`src/rtl/fetch_stage_if.sv`:
```
// fetch_stage_if: signal bundle between the fetch stage, the instruction SRAM
// and the decode stage.
//
// Handshake: fs_to_ds_valid=1 means fs_to_ds_bus (and fs_adef) hold an
// instruction for decode. It is consumed on a rising edge where
// fs_to_ds_valid=1 and ds_allowin=1. While ds_allowin=0, the fetch stage keeps
// the same instruction on the bus. br_taken is a one-cycle redirect pulse,
// and br_target is sampled in that cycle. The SRAM returns inst_sram_rdata
// exactly one cycle after a cycle with inst_sram_en=1.
interface fetch_stage_if;
  logic        inst_sram_en;
  logic        inst_sram_we;
  logic [31:0] inst_sram_addr;
  logic [31:0] inst_sram_wdata;
  logic [31:0] inst_sram_rdata;
  logic        ds_allowin;
  logic        br_taken;
  logic [31:0] br_target;
  logic        fs_to_ds_valid;
  logic [63:0] fs_to_ds_bus;
  logic        fs_adef;

  // Fetch-stage side.
  modport master (
    output inst_sram_en,
    output inst_sram_we,
    output inst_sram_addr,
    output inst_sram_wdata,
    input  inst_sram_rdata,
    input  ds_allowin,
    input  br_taken,
    input  br_target,
    output fs_to_ds_valid,
    output fs_to_ds_bus,
    output fs_adef
  );

  // Environment side (SRAM plus decode).
  modport slave (
    input  inst_sram_en,
    input  inst_sram_we,
    input  inst_sram_addr,
    input  inst_sram_wdata,
    output inst_sram_rdata,
    output ds_allowin,
    output br_taken,
    output br_target,
    input  fs_to_ds_valid,
    input  fs_to_ds_bus,
    input  fs_adef
  );
endinterface

```
`src/rtl/fetch_stage.sv`:
```
// fetch_stage: LoongArch instruction-fetch stage.
// Owns the PC and issues nextpc to a synchronous instruction SRAM. It hands
// {pc, inst} to decode over valid/allowin. A one-cycle branch redirect kills
// the slot currently in the stage. If the target cannot issue that cycle, it
// is remembered as a pending redirect. An instruction returned while decode
// stalls is held in a one-entry buffer, because the SRAM output is only
// valid for one cycle.
//
// Optional feature macro: FETCH_ADEF_CHK_EN. When it is defined, a
// misaligned nextpc does not read the SRAM. That slot presents inst=0 with
// fs_adef=1.
module fetch_stage #(
  parameter logic [31:0] RESET_PC = 32'h1c00_0000
) (
  input  logic           clk,
  input  logic           resetn,
  fetch_stage_if.master  fs
);

  // Architectural state of the stage.
  logic [31:0] fs_pc;
  logic        fs_valid;
  logic        buf_valid;
  logic [31:0] buf_inst;
  logic        br_pend;
  logic [31:0] br_pend_pc;
  logic        cancel;

  // Combinational datapath.
  logic [31:0] seq_pc;
  logic [31:0] nextpc;
  logic        fs_ready_go;
  logic        fs_allowin;
  logic        adef_issue;
  logic        to_ds_valid;
  logic        handoff;
  logic        stall_capture;
  logic [31:0] raw_inst;
  logic [31:0] fs_inst;

  // Next fetch address: a live redirect wins, then a pending one, then sequential.
  always_comb begin
    seq_pc = fs_pc + 32'd4;
    nextpc = seq_pc;
    if (fs.br_taken) begin
      nextpc = fs.br_target;
    end else if (br_pend) begin
      nextpc = br_pend_pc;
    end
  end

  // The SRAM answers one cycle after issue, so a valid slot always has data.
  // The slot frees when it is handed off. A cancelled slot also frees once
  // decode allows. An empty slot always refills.
  always_comb begin
    fs_ready_go = buf_valid | fs_valid;
    fs_allowin  = !fs_valid | (fs_ready_go & fs.ds_allowin);
  end

`ifdef FETCH_ADEF_CHK_EN
  logic fs_adef_r;

  assign adef_issue = (nextpc[1:0] != 2'b00);

  // Remember whether the slot being filled came from a misaligned address.
  always_ff @(posedge clk or negedge resetn) begin
    if (!resetn) begin
      fs_adef_r <= 1'b0;
    end else if (fs_allowin) begin
      fs_adef_r <= adef_issue;
    end
  end

  // A faulting slot never read the SRAM, so it presents a zero instruction.
  always_comb begin
    raw_inst = buf_valid ? buf_inst : fs.inst_sram_rdata;
    fs_inst  = fs_adef_r ? 32'h0 : raw_inst;
  end

  assign fs.fs_adef = to_ds_valid & fs_adef_r;
`else
  assign adef_issue = 1'b0;

  // A buffered copy takes priority over the one-cycle SRAM output.
  always_comb begin
    raw_inst = buf_valid ? buf_inst : fs.inst_sram_rdata;
    fs_inst  = raw_inst;
  end

  assign fs.fs_adef = 1'b0;
`endif

  // SRAM request and decode-facing outputs. Reset forces the SRAM quiet and
  // the address to the boot PC.
  always_comb begin
    fs.inst_sram_en    = resetn & fs_allowin & !adef_issue;
    fs.inst_sram_we    = 1'b0;
    fs.inst_sram_wdata = 32'h0;
    fs.inst_sram_addr  = resetn ? nextpc : RESET_PC;
    to_ds_valid        = fs_valid & !fs.br_taken & !cancel;
    fs.fs_to_ds_valid  = to_ds_valid;
    fs.fs_to_ds_bus    = fs_valid ? {fs_pc, fs_inst} : 64'h0;
    handoff            = to_ds_valid & fs.ds_allowin;
    // Capture only a live slot whose data is still on the SRAM output.
    stall_capture      = fs_valid & !buf_valid & !fs.ds_allowin
                         & !fs.br_taken & !cancel;
  end

  // PC, slot valid and redirect bookkeeping. An issue consumes any pending
  // redirect. A redirect that cannot issue is parked, and the slot is marked
  // cancelled.
  always_ff @(posedge clk or negedge resetn) begin
    if (!resetn) begin
      fs_pc      <= RESET_PC - 32'd4;
      fs_valid   <= 1'b0;
      br_pend    <= 1'b0;
      br_pend_pc <= 32'h0;
      cancel     <= 1'b0;
    end else if (fs_allowin) begin
      fs_pc    <= nextpc;
      fs_valid <= 1'b1;
      br_pend  <= 1'b0;
      cancel   <= 1'b0;
    end else if (fs.br_taken) begin
      br_pend    <= 1'b1;
      br_pend_pc <= fs.br_target;
      cancel     <= 1'b1;
    end
  end

  // One-entry stall buffer. It is emptied by handoff or by any kill of the
  // slot.
  always_ff @(posedge clk or negedge resetn) begin
    if (!resetn) begin
      buf_valid <= 1'b0;
      buf_inst  <= 32'h0;
    end else if (fs.br_taken | cancel | handoff) begin
      buf_valid <= 1'b0;
    end else if (stall_capture) begin
      buf_valid <= 1'b1;
      buf_inst  <= fs.inst_sram_rdata;
    end
  end

endmodule

```
`src/flat_wrapper.sv`:
```
// flat-port wrapper written by rule: the top's interface ports become plain ports
module fetch_stage_flat 
#(
  parameter logic [31:0] RESET_PC = 32'h1c00_0000
)
  (clk, resetn, fs_inst_sram_en, fs_inst_sram_we, fs_inst_sram_addr, fs_inst_sram_wdata, fs_inst_sram_rdata, fs_ds_allowin, fs_br_taken, fs_br_target, fs_fs_to_ds_valid, fs_fs_to_ds_bus, fs_fs_adef);
  fetch_stage_if fs_i ();
  input  logic clk;
  input  logic resetn;
  output wire logic [$bits(fs_i.inst_sram_en)-1:0] fs_inst_sram_en;
  output wire logic [$bits(fs_i.inst_sram_we)-1:0] fs_inst_sram_we;
  output wire logic [$bits(fs_i.inst_sram_addr)-1:0] fs_inst_sram_addr;
  output wire logic [$bits(fs_i.inst_sram_wdata)-1:0] fs_inst_sram_wdata;
  input wire logic [$bits(fs_i.inst_sram_rdata)-1:0] fs_inst_sram_rdata;
  input wire logic [$bits(fs_i.ds_allowin)-1:0] fs_ds_allowin;
  input wire logic [$bits(fs_i.br_taken)-1:0] fs_br_taken;
  input wire logic [$bits(fs_i.br_target)-1:0] fs_br_target;
  output wire logic [$bits(fs_i.fs_to_ds_valid)-1:0] fs_fs_to_ds_valid;
  output wire logic [$bits(fs_i.fs_to_ds_bus)-1:0] fs_fs_to_ds_bus;
  output wire logic [$bits(fs_i.fs_adef)-1:0] fs_fs_adef;
  assign fs_inst_sram_en = fs_i.inst_sram_en;
  assign fs_inst_sram_we = fs_i.inst_sram_we;
  assign fs_inst_sram_addr = fs_i.inst_sram_addr;
  assign fs_inst_sram_wdata = fs_i.inst_sram_wdata;
  assign fs_i.inst_sram_rdata = fs_inst_sram_rdata;
  assign fs_i.ds_allowin = fs_ds_allowin;
  assign fs_i.br_taken = fs_br_taken;
  assign fs_i.br_target = fs_br_target;
  assign fs_fs_to_ds_valid = fs_i.fs_to_ds_valid;
  assign fs_fs_to_ds_bus = fs_i.fs_to_ds_bus;
  assign fs_fs_adef = fs_i.fs_adef;
  fetch_stage #(.RESET_PC(RESET_PC)) u_core (.clk(clk), .resetn(resetn), .fs(fs_i));
endmodule
```
`config.mk`:
```
export PLATFORM = sky130hd
export DESIGN_NAME = fetch_stage_flat
export DESIGN_NICKNAME = d
export VERILOG_FILES = /design/src/rtl/fetch_stage_if.sv /design/src/rtl/fetch_stage.sv /design/src/flat_wrapper.sv
export SDC_FILE = /design/constraint.sdc
export NUM_CORES = 1
export LEC_CHECK = 0
export BUFFER_PORTS_ARGS = -buffer_cell sky130_fd_sc_hd__buf_2
export CORE_ASPECT_RATIO = 1.5
export CORE_MARGIN = 10
export CORE_UTILIZATION = 50
export DETAILED_ROUTE_END_ITERATION = 10
export PLACE_DENSITY_LB_ADDON = 0.05
export SLEW_MARGIN = 10
export SYNTH_ARGS = -nofsm -noshare
export SYNTH_HDL_FRONTEND = slang
export SYNTH_SLANG_ARGS = --single-unit
```
`constraint.sdc`:
```
create_clock -name clk -period 5 [get_ports clk]
set_input_delay 1 -clock clk [delete_from_list [all_inputs] [get_ports clk]]
set_output_delay 1 -clock clk [all_outputs]
set_load 0.05 [all_outputs]
```
* Word level (Yosys, flattened, before mapping)
Index checks and enable logic that the tools add are counted.
Word-level totals: flip-flop bits (word level) 99, input bits 68, output and inout port bits 132
Cells by class: add/subtract/negate cells 1, muxes and demuxes 9, bitwise gates (word level) 15, reduce and logical (&&, ||, !) cells 9
Operators with widths (count):
- $mux 32 | 4
- $mux 64 | 1
- $add 32x3->32 const B | 1
- $and 1x1->1 | 9
- $logic_not 1->1 | 5
- $mux 1 | 4
- $or 1x1->1 | 4
- $reduce_and 2->1 | 2
- $reduce_bool 2->1 | 2
- $not 1->1 | 2

* Logic depth before layout (Yosys ltp)
Gate-level depths: netlist of the first run.
depth after elaboration 7, mapped depth 7, gate-level depth less buffers 6

* Worst setup path before layout of the first run
OpenSTA, ideal clock, no wires.
kind input to output, start input port fs_br_taken, end output port fs_inst_sram_addr[25], arrival time 3522 ps, data required time 4000 ps, path slack 478 ps, stages 5, buffers on the path 1, path through clkbuf_1 > inv_2 > nand2_1 > or3_1 > o311ai_0
On the way: word-level cells in the longest chain between the ends 2
RTL lines:
- start, declared | line flat_wrapper.sv:16 | input wire logic [$bits(fs_i.br_taken)-1:0] fs_br_taken;
- $mux 32 | line fetch_stage.sv:45 | if (fs.br_taken) begin
- $mux 32 | line fetch_stage.sv:99 | fs.inst_sram_addr = resetn ? nextpc : RESET_PC;
- end, declared | line flat_wrapper.sv:12 | output wire logic [$bits(fs_i.inst_sram_addr)-1:0] fs_inst_sram_addr;
Every way passes these cells.

* Final worst setup path of the first run
start input port fs_br_taken, end output port fs_inst_sram_addr[22]
Same word-level chain as after synthesis.

==> results of run 1 <==
layout make-up:
class | count | area (um^2) | share of cell area
clock inverters | 4 | 30.0 | 0.00396
clock buffers | 12 | 236 | 0.0312
well taps | 159 | 199 | 0.0263
repair buffers | 176 | 923 | 0.122
multi-input cells | 520 | 3630 | 0.478
flip-flops and latches | 99 | 2510 | 0.331
inverters | 14 | 52.6 | 0.00693
tightest hold or removal path, delay by kind of cell (launching register included):
family / cells / cell delay, ns
flip-flops: 1 / 0.35
AND/OR/NAND/NOR: 1 / 0.05
AO/OA/AOI/OAI: 1 / 0.06
registers in the layout, summed over array words and instances, names as in the netlist:
name / flops
u_core.br_pend: 1
u_core.br_pend_pc: 32
u_core.buf_inst: 32
u_core.buf_valid: 1
u_core.fs_pc: 32
u_core.fs_valid: 1
layer usage:
metal,global-route usage,up-vias,share of wire
li1,-,2625,-
met1,0.224,2620,0.40
met2,0.356,173,0.52
met3,0.0465,30,0.062
met4,0.0700,0,0.023
met5,0,-,0
where the power goes:
group,switching [mW],total [mW],internal (mW)
Sequential,0.145,1.12,0.976
Combinational,0.545,0.830,0.286
Clock,0.309,0.649,0.340
Total,0.999,2.60,1.60
kinds of logic after synthesis:
kind of cell,Yosys count,share of synthesized area
simple gates,227,0.199
compound gates,126,0.121
mux,110,0.182
flops,99,0.383
buf+inv,99,0.0835
xor+xnor,20,0.0268
fa+ha+maj,2,0.00382
other cells,2,0.00115
through the flow:
step,std cells,cell area (um^2),power (mW)
global placement,968,7310,1.95
global route,984,7580,2.73
detailed placement,968,7310,1.97
CTS,984,7580,2.62
finish,984,7580,2.60
floorplan,718,6670,1.77
path summary, 6_finish.rpt:
| path | startpoint | to | slack (ns) |
|---|---|---|---|
| max in group asynchronous | resetn | u_core.buf_valid$_DFFE_PN0P_ | 3.46 |
| setup / recovery | fs_br_taken | fs_inst_sram_addr[22] | 0.94 |
| min in group asynchronous | resetn | u_core.br_pend_pc[30]$_DFFE_PN0P_ | 0.62 |
| hold reg to reg | u_core.br_pend_pc[29]$_DFFE_PN0P_ | u_core.br_pend_pc[29]$_DFFE_PN0P_ | 0.49 |
| hold / removal | u_core.br_pend_pc[29]$_DFFE_PN0P_ | u_core.br_pend_pc[29]$_DFFE_PN0P_ | 0.49 |
| setup reg to reg | u_core.fs_valid$_DFFE_PN0N_ | u_core.br_pend_pc[21]$_DFFE_PN0P_ | 2.48 |
cell usage in the layout, fill, tap and decap left out, types with 11 or more instances in the layout:
master | netlist | layout
mux2_2 | 71 | 71
mux2i_1 | 39 | 39
xnor2_1 | 13 | 13
buf_2 | 10 | 164
nor2_1 | 25 | 24
nor2b_1 | 36 | 34
dfrtp_1 | 73 | 72
nand2_1 | 41 | 41
buf_4 | 35 | 11
inv_1 | 13 | 13
o21ai_0 | 31 | 31
o22ai_1 | 12 | 12
conb_1 | 2 | 35
and2_1 | 45 | 45
a21oi_1 | 34 | 34
dfstp_2 | 26 | 26
nand3_1 | 22 | 22
nand4_1 | 15 | 15
==> out/qor.yml, run 1 <==
layout:
  diodes: 0
  drive_gt1_frac: 0.376
  final_util: 0.588
  nFillCells: 1206
  syn2layout_area_growth_pct: 15.8
  final_nets: 890
sta:
  hold_violations: 0
  fin_skew_ns: 0.00968
  max_freq_mhz: 246
  finalSetupTns_ns: 0
  fin_ws_ns: 0.935
  worst_pin_slew_ns: 0.964
  finalCriticalPeriod_ns: 4.06
  drv_slew: 0
  fin_crit_sh: 0.813
  grt_setup_unrepaired: "no"
  holdWs_ns: 0.491
  setup_viol: 0
  slew_headroom: 0.358
die:
  die-area_um2: 18200
  die_x_um: 113
  die_y_um: 160
  num_rows: 51
  start_util: 0.508
  io_pins: 200
  coreArea_um2: 12900
flow_run:
  max-cap-violations: 0
yosys:
  ys_ff_latch: 99
  yosysMostFrequentCell: "dfrtp_1"
  synthArstFlopShare: 1.00
  yosysTopAreaCell: "dfrtp_1"
  synth_area_um2: 6550
  synth.top_cells.by_area: "dfrtp_1, mux2_2, dfstp_2"
  synth_cell_types: 61
  synth_edf_count: 0
  yosysTopAreaCellShare: 0.279
  netlist_instances: 685
  syn_area_per_cell_um2: 9.56
  yosys-top-cells-count: "dfrtp_1, mux2_2, and2_1, nand2_1, mux2i_1"
  yosys_warnings: 0
  synth_ff_type: "dfrtp_1"
  ys_seq_area_frac: 0.383
grt:
  grt_pass1_wl_um: 29800
  antenna_found_initial: 0
  grt_pass1_vias: 5624
  grt_max_degree: 53
  gr-total-overflow: 0
  track_usage: 0.200
route:
  drt-pass1-iter-count: 4
  wl_per_cell_um: 19.3
  wl_um: 19000
  drc: 0
  num_vias: 5448
  drt_iter0_drc: 333
  ant_nets: 0
  viasPerCell: 5.54
placed_design:
  gp_congestion: 0.895
  place_hpwl_um: 14200
  portBuffers: 165
  dp_slack_ns: 0.625
worst_setup_path:
  path_buf_inv: 4
  end_kind: "output port"
  cp.depth: 8
  arrival_ns: 3.06
  crit_top_cell: "buf_2"
  worstSetupPathType: "in -> out"
  max_stage_delay_ns: 0.36
  cp.required_ns: 4.00
  cp_top_family: "buffers and inverters"
  start_kind: "input pin"
  cp_max_fo: 21
  reg2reg_depth: 5
  slowest_stage: "nand2_1"
  crit_chain: "buf_2 > inv_2 > nand2_1 > buf_4 > or3_1 > mux2i_1 > a21o_1 > buf_2"
cts:
  clkSlewWorstSetupHoldPaths_ns: 0.06
  cts_buffer_depth: 2
  cts_tree: "built"
  clkSinkCount: 99
  post_cts_buffers: 0
  cts_resized: 0
  htreeDepth: 3
  cts_hold_buf: 0
  clock_latency_ns: 0.34
  cts-root-buf: "clkbuf_16"
  cts_buffers: 9
worst_hold_path:
  hold_class: "reg -> reg"
  whs_path_depth: 2
pwr:
  pwr_density_cell_nw_per_um2: 343
  p_leak_nw: 3.40
  peakVddDrop_mv: 0.208
outcome:
  status: "finished, final reports clean"
No activity file was read; power rests on OpenSTA's default activity.
==> inputs of run 2 (changes only) <==
--- a/config.mk
+++ b/config.mk
@@ -5,6 +5,7 @@
 export SDC_FILE = /design/constraint.sdc
 export NUM_CORES = 1
 export LEC_CHECK = 0
+export ABC_AREA = 1
 export BUFFER_PORTS_ARGS = -buffer_cell sky130_fd_sc_hd__buf_2
 export CORE_ASPECT_RATIO = 1.5
 export CORE_MARGIN = 10
==> constraint.sdc (replaced) <==
create_clock -name clk -period 3.82 [get_ports clk]
set_input_delay 0.764 -clock clk [delete_from_list [all_inputs] [get_ports clk]]
set_output_delay 0.764 -clock clk [all_outputs]
set_load 0.05 [all_outputs]
==> out/qor.yml, run 2 <==
die:
  die-area_um2: 17800
  die_y_um: 159
  num_rows: 50
  die_x_um: 112
  io_pins: 200
  coreArea_um2: 12500
  start_util: 0.512
yosys:
  ys_seq_area_frac: 0.391
  netlist_instances: 915
  synth_ff_type: "dfrtp_1"
  synth_edf_count: 0
  synth_area_um2: 6410
  synth.top_cells.by_area: "dfrtp_1, nand2_1, dfstp_2"
  yosysTopAreaCellShare: 0.285
  yosys-top-cells-count: "nand2_1, inv_1, dfrtp_1, nor2_1, o21ai_0"
  synthArstFlopShare: 1.00
  yosysTopAreaCell: "dfrtp_1"
  synth_cell_types: 36
  yosys_warnings: 0
  yosysMostFrequentCell: "nand2_1"
  ys_ff_latch: 99
  syn_area_per_cell_um2: 7.01
sta:
  drv_slew: 0
  finalCriticalPeriod_ns: 3.19
  setup_viol: 0
  slew_headroom: 0.425
  fin_skew_ns: 0.00944
  worst_pin_slew_ns: 0.863
  holdWs_ns: 0.480
  grt_setup_unrepaired: "no"
  hold_violations: 0
  fin_crit_sh: 0.835
  finalSetupTns_ns: 0
  max_freq_mhz: 314
worst_setup_path:
  crit_chain: "ha_1 > nand3_1 > inv_2 > nand2_2 > nor2_4 > xor2_1 > nand2_1 > nand2_1 > nand2_1 > nor2_2 > buf_2"
  max_stage_delay_ns: 0.59
  start_kind: "register"
  end_kind: "output port"
  crit_top_cell: "nand2_1"
  cp_max_fo: 6
  worstSetupPathType: "reg -> out"
  arrival_ns: 2.43
  cp.required_ns: 3.06
  slowest_stage: "dfstp_2"
  cp_top_family: "simple AND/OR/NAND/NOR gates"
  path_buf_inv: 2
route:
  drt-pass1-iter-count: 6
  drt_iter0_drc: 246
  num_vias: 6106
  drc: 0
  ant_nets: 0
  wl_um: 19100
  viasPerCell: 5.02
  wl_per_cell_um: 15.7
cts:
  cts_tree: "built"
  htreeDepth: 3
  cts_buffer_depth: 2
  clock_latency_ns: 0.35
  clkSlewWorstSetupHoldPaths_ns: 0.07
  cts-root-buf: "clkbuf_16"
  cts_hold_buf: 0
  cts_buffers: 9
  post_cts_buffers: 0
  clkSinkCount: 99
  cts_resized: 0
pwr:
  power_frac_comb: 0.312
  seq_power_share: 0.401
  p_int_mw: 2.15
  switching_power_mw: 1.38
  pwr_density_cell_nw_per_um2: 469
  p_leak_nw: 4.16
  peakVddDrop_mv: 0.291
  switching_share: 0.391
  p_clk_frac: 0.287
outcome:
  status: "finished, final reports clean"
layout:
  fin_cells: 1217
  largestRegisters: "u_core.br_pend_pc (32), u_core.buf_inst (32), u_core.fs_pc (32)"
  mostFrequentLayoutCells: "nand2_1, buf_2, inv_1"
  diodes: 0
  multi_input_area_um2: 3190
  syn2layout_area_growth_pct: 17.2
  drive_gt1_frac: 0.234
  nFillCells: 1253
  design_area_um2: 7520
  final_nets: 1126
  seq_area_um2: 2510
  mostFrequentLayoutCell: "nand2_1"
grt:
  grt_pass1_vias: 6184
  grt_pass1_wl_um: 31300
  gr-total-overflow: 0
  antenna_found_initial: 2
  track_usage: 0.215
  grt_max_degree: 66
placed_design:
  portBuffers: 165
  placedCellCount: 1201
  place_hpwl_um: 14200
  gp_congestion: 0.918
  dpl_cell_area_um2: 7190
flow_run:
  max-cap-violations: 0
worst_hold_path:
  hold_class: "reg -> reg"
==> run 2: cell types whose count changed after synthesis, sizes merged, moves of 8 or more <==
cell | before | now
a21oi | 34 | 58
a22o | 9 | 0
a22oi | 8 | 0
a31oi | 8 | 0
and2 | 46 | 1
inv | 14 | 97
mux2 | 71 | 28
mux2i | 39 | 0
nand2 | 41 | 311
nand4 | 17 | 2
nor2 | 26 | 79
nor2b | 36 | 0
o21ai | 31 | 99
xnor2 | 13 | 5
==> run 2: cell type report <==
cell class / count / share of cell area
well taps: 156 / 0.0260
flip-flops and latches: 99 / 0.334
multi-input cells: 672 / 0.424
inverters: 97 / 0.0488
clock buffers: 9 / 0.0300
repair buffers: 177 / 0.124
clock inverters: 7 / 0.0133
==> run 2: final timing paths <==
path	slack, ns	endpoint	depth (start not counted)	from
setup / recovery	0.63	fs_inst_sram_addr[18]	11	u_core.fs_pc[2]$_DFFE_PN1N_
hold / removal	0.48	u_core.buf_inst[12]$_DFFE_PN0P_	2	u_core.buf_inst[12]$_DFFE_PN0P_
setup reg to reg	1.61	u_core.buf_inst[9]$_DFFE_PN0P_	6	u_core.fs_valid$_DFFE_PN0N_
hold reg to reg	0.48	u_core.buf_inst[12]$_DFFE_PN0P_	2	u_core.buf_inst[12]$_DFFE_PN0P_
max in group asynchronous	2.04	u_core.br_pend_pc[23]$_DFFE_PN0P_	3	resetn
min in group asynchronous	0.49	u_core.br_pend_pc[15]$_DFFE_PN0P_	2	resetn
==> run 2: metrics by stage <==
stage	setup slack (ns)	total power [mW]	util
detailed placement	0.755	2.54	0.575
global route	0.430	3.75	0.601
CTS	0.616	3.56	0.601
floorplan	0.922	2.27	-
finish	0.631	3.53	0.601
global placement	0.781	2.52	0.575
==> run 2: power by group through the flow <==
stage,clock [mW],sequential (mW),combinational [mW]
after detailed placement,0,1.43,1.11
final,1.01,1.41,1.10
after CTS,1.04,1.41,1.11
after global routing,1.08,1.44,1.22
after global placement,0,1.43,1.10
after floorplan,0,1.38,0.895
==> run 2: per-layer routing <==
| metal | routed length, um | track usage |
|---|---|---|
| met1 | 7260 | 0.226 |
| met2 | 9780 | 0.383 |
| met3 | 1390 | 0.0708 |
| met4 | 624 | 0.0909 |
| met5 | 14 | 0 |
==> run 2: worst reg2reg max path, stage by stage, from the launching register on <==
cell	delay [ns]
dfrtp_2	0.61
buf_4	0.37
nand2_1	0.09
nor2_1	0.17
nand3_2	0.35
buf_12	0.33
o21ai_0	0.21
==> run 2: logic make-up (layout without fill, tap and decap cells) <==
logic type / Yosys count / in the layout / synth area share
adder cells (fa/ha/maj): 2 / 2 / 0.00390
buffers and inverters: 177 / 290 / 0.131
AND/OR/NAND/NOR: 429 / 429 / 0.275
other: 2 / 35 / 0.00117
flip-flops: 99 / 99 / 0.391
XOR/XNOR: 11 / 11 / 0.0150
AO/OA/AOI/OAI: 167 / 167 / 0.133
multiplexers: 28 / 28 / 0.0492
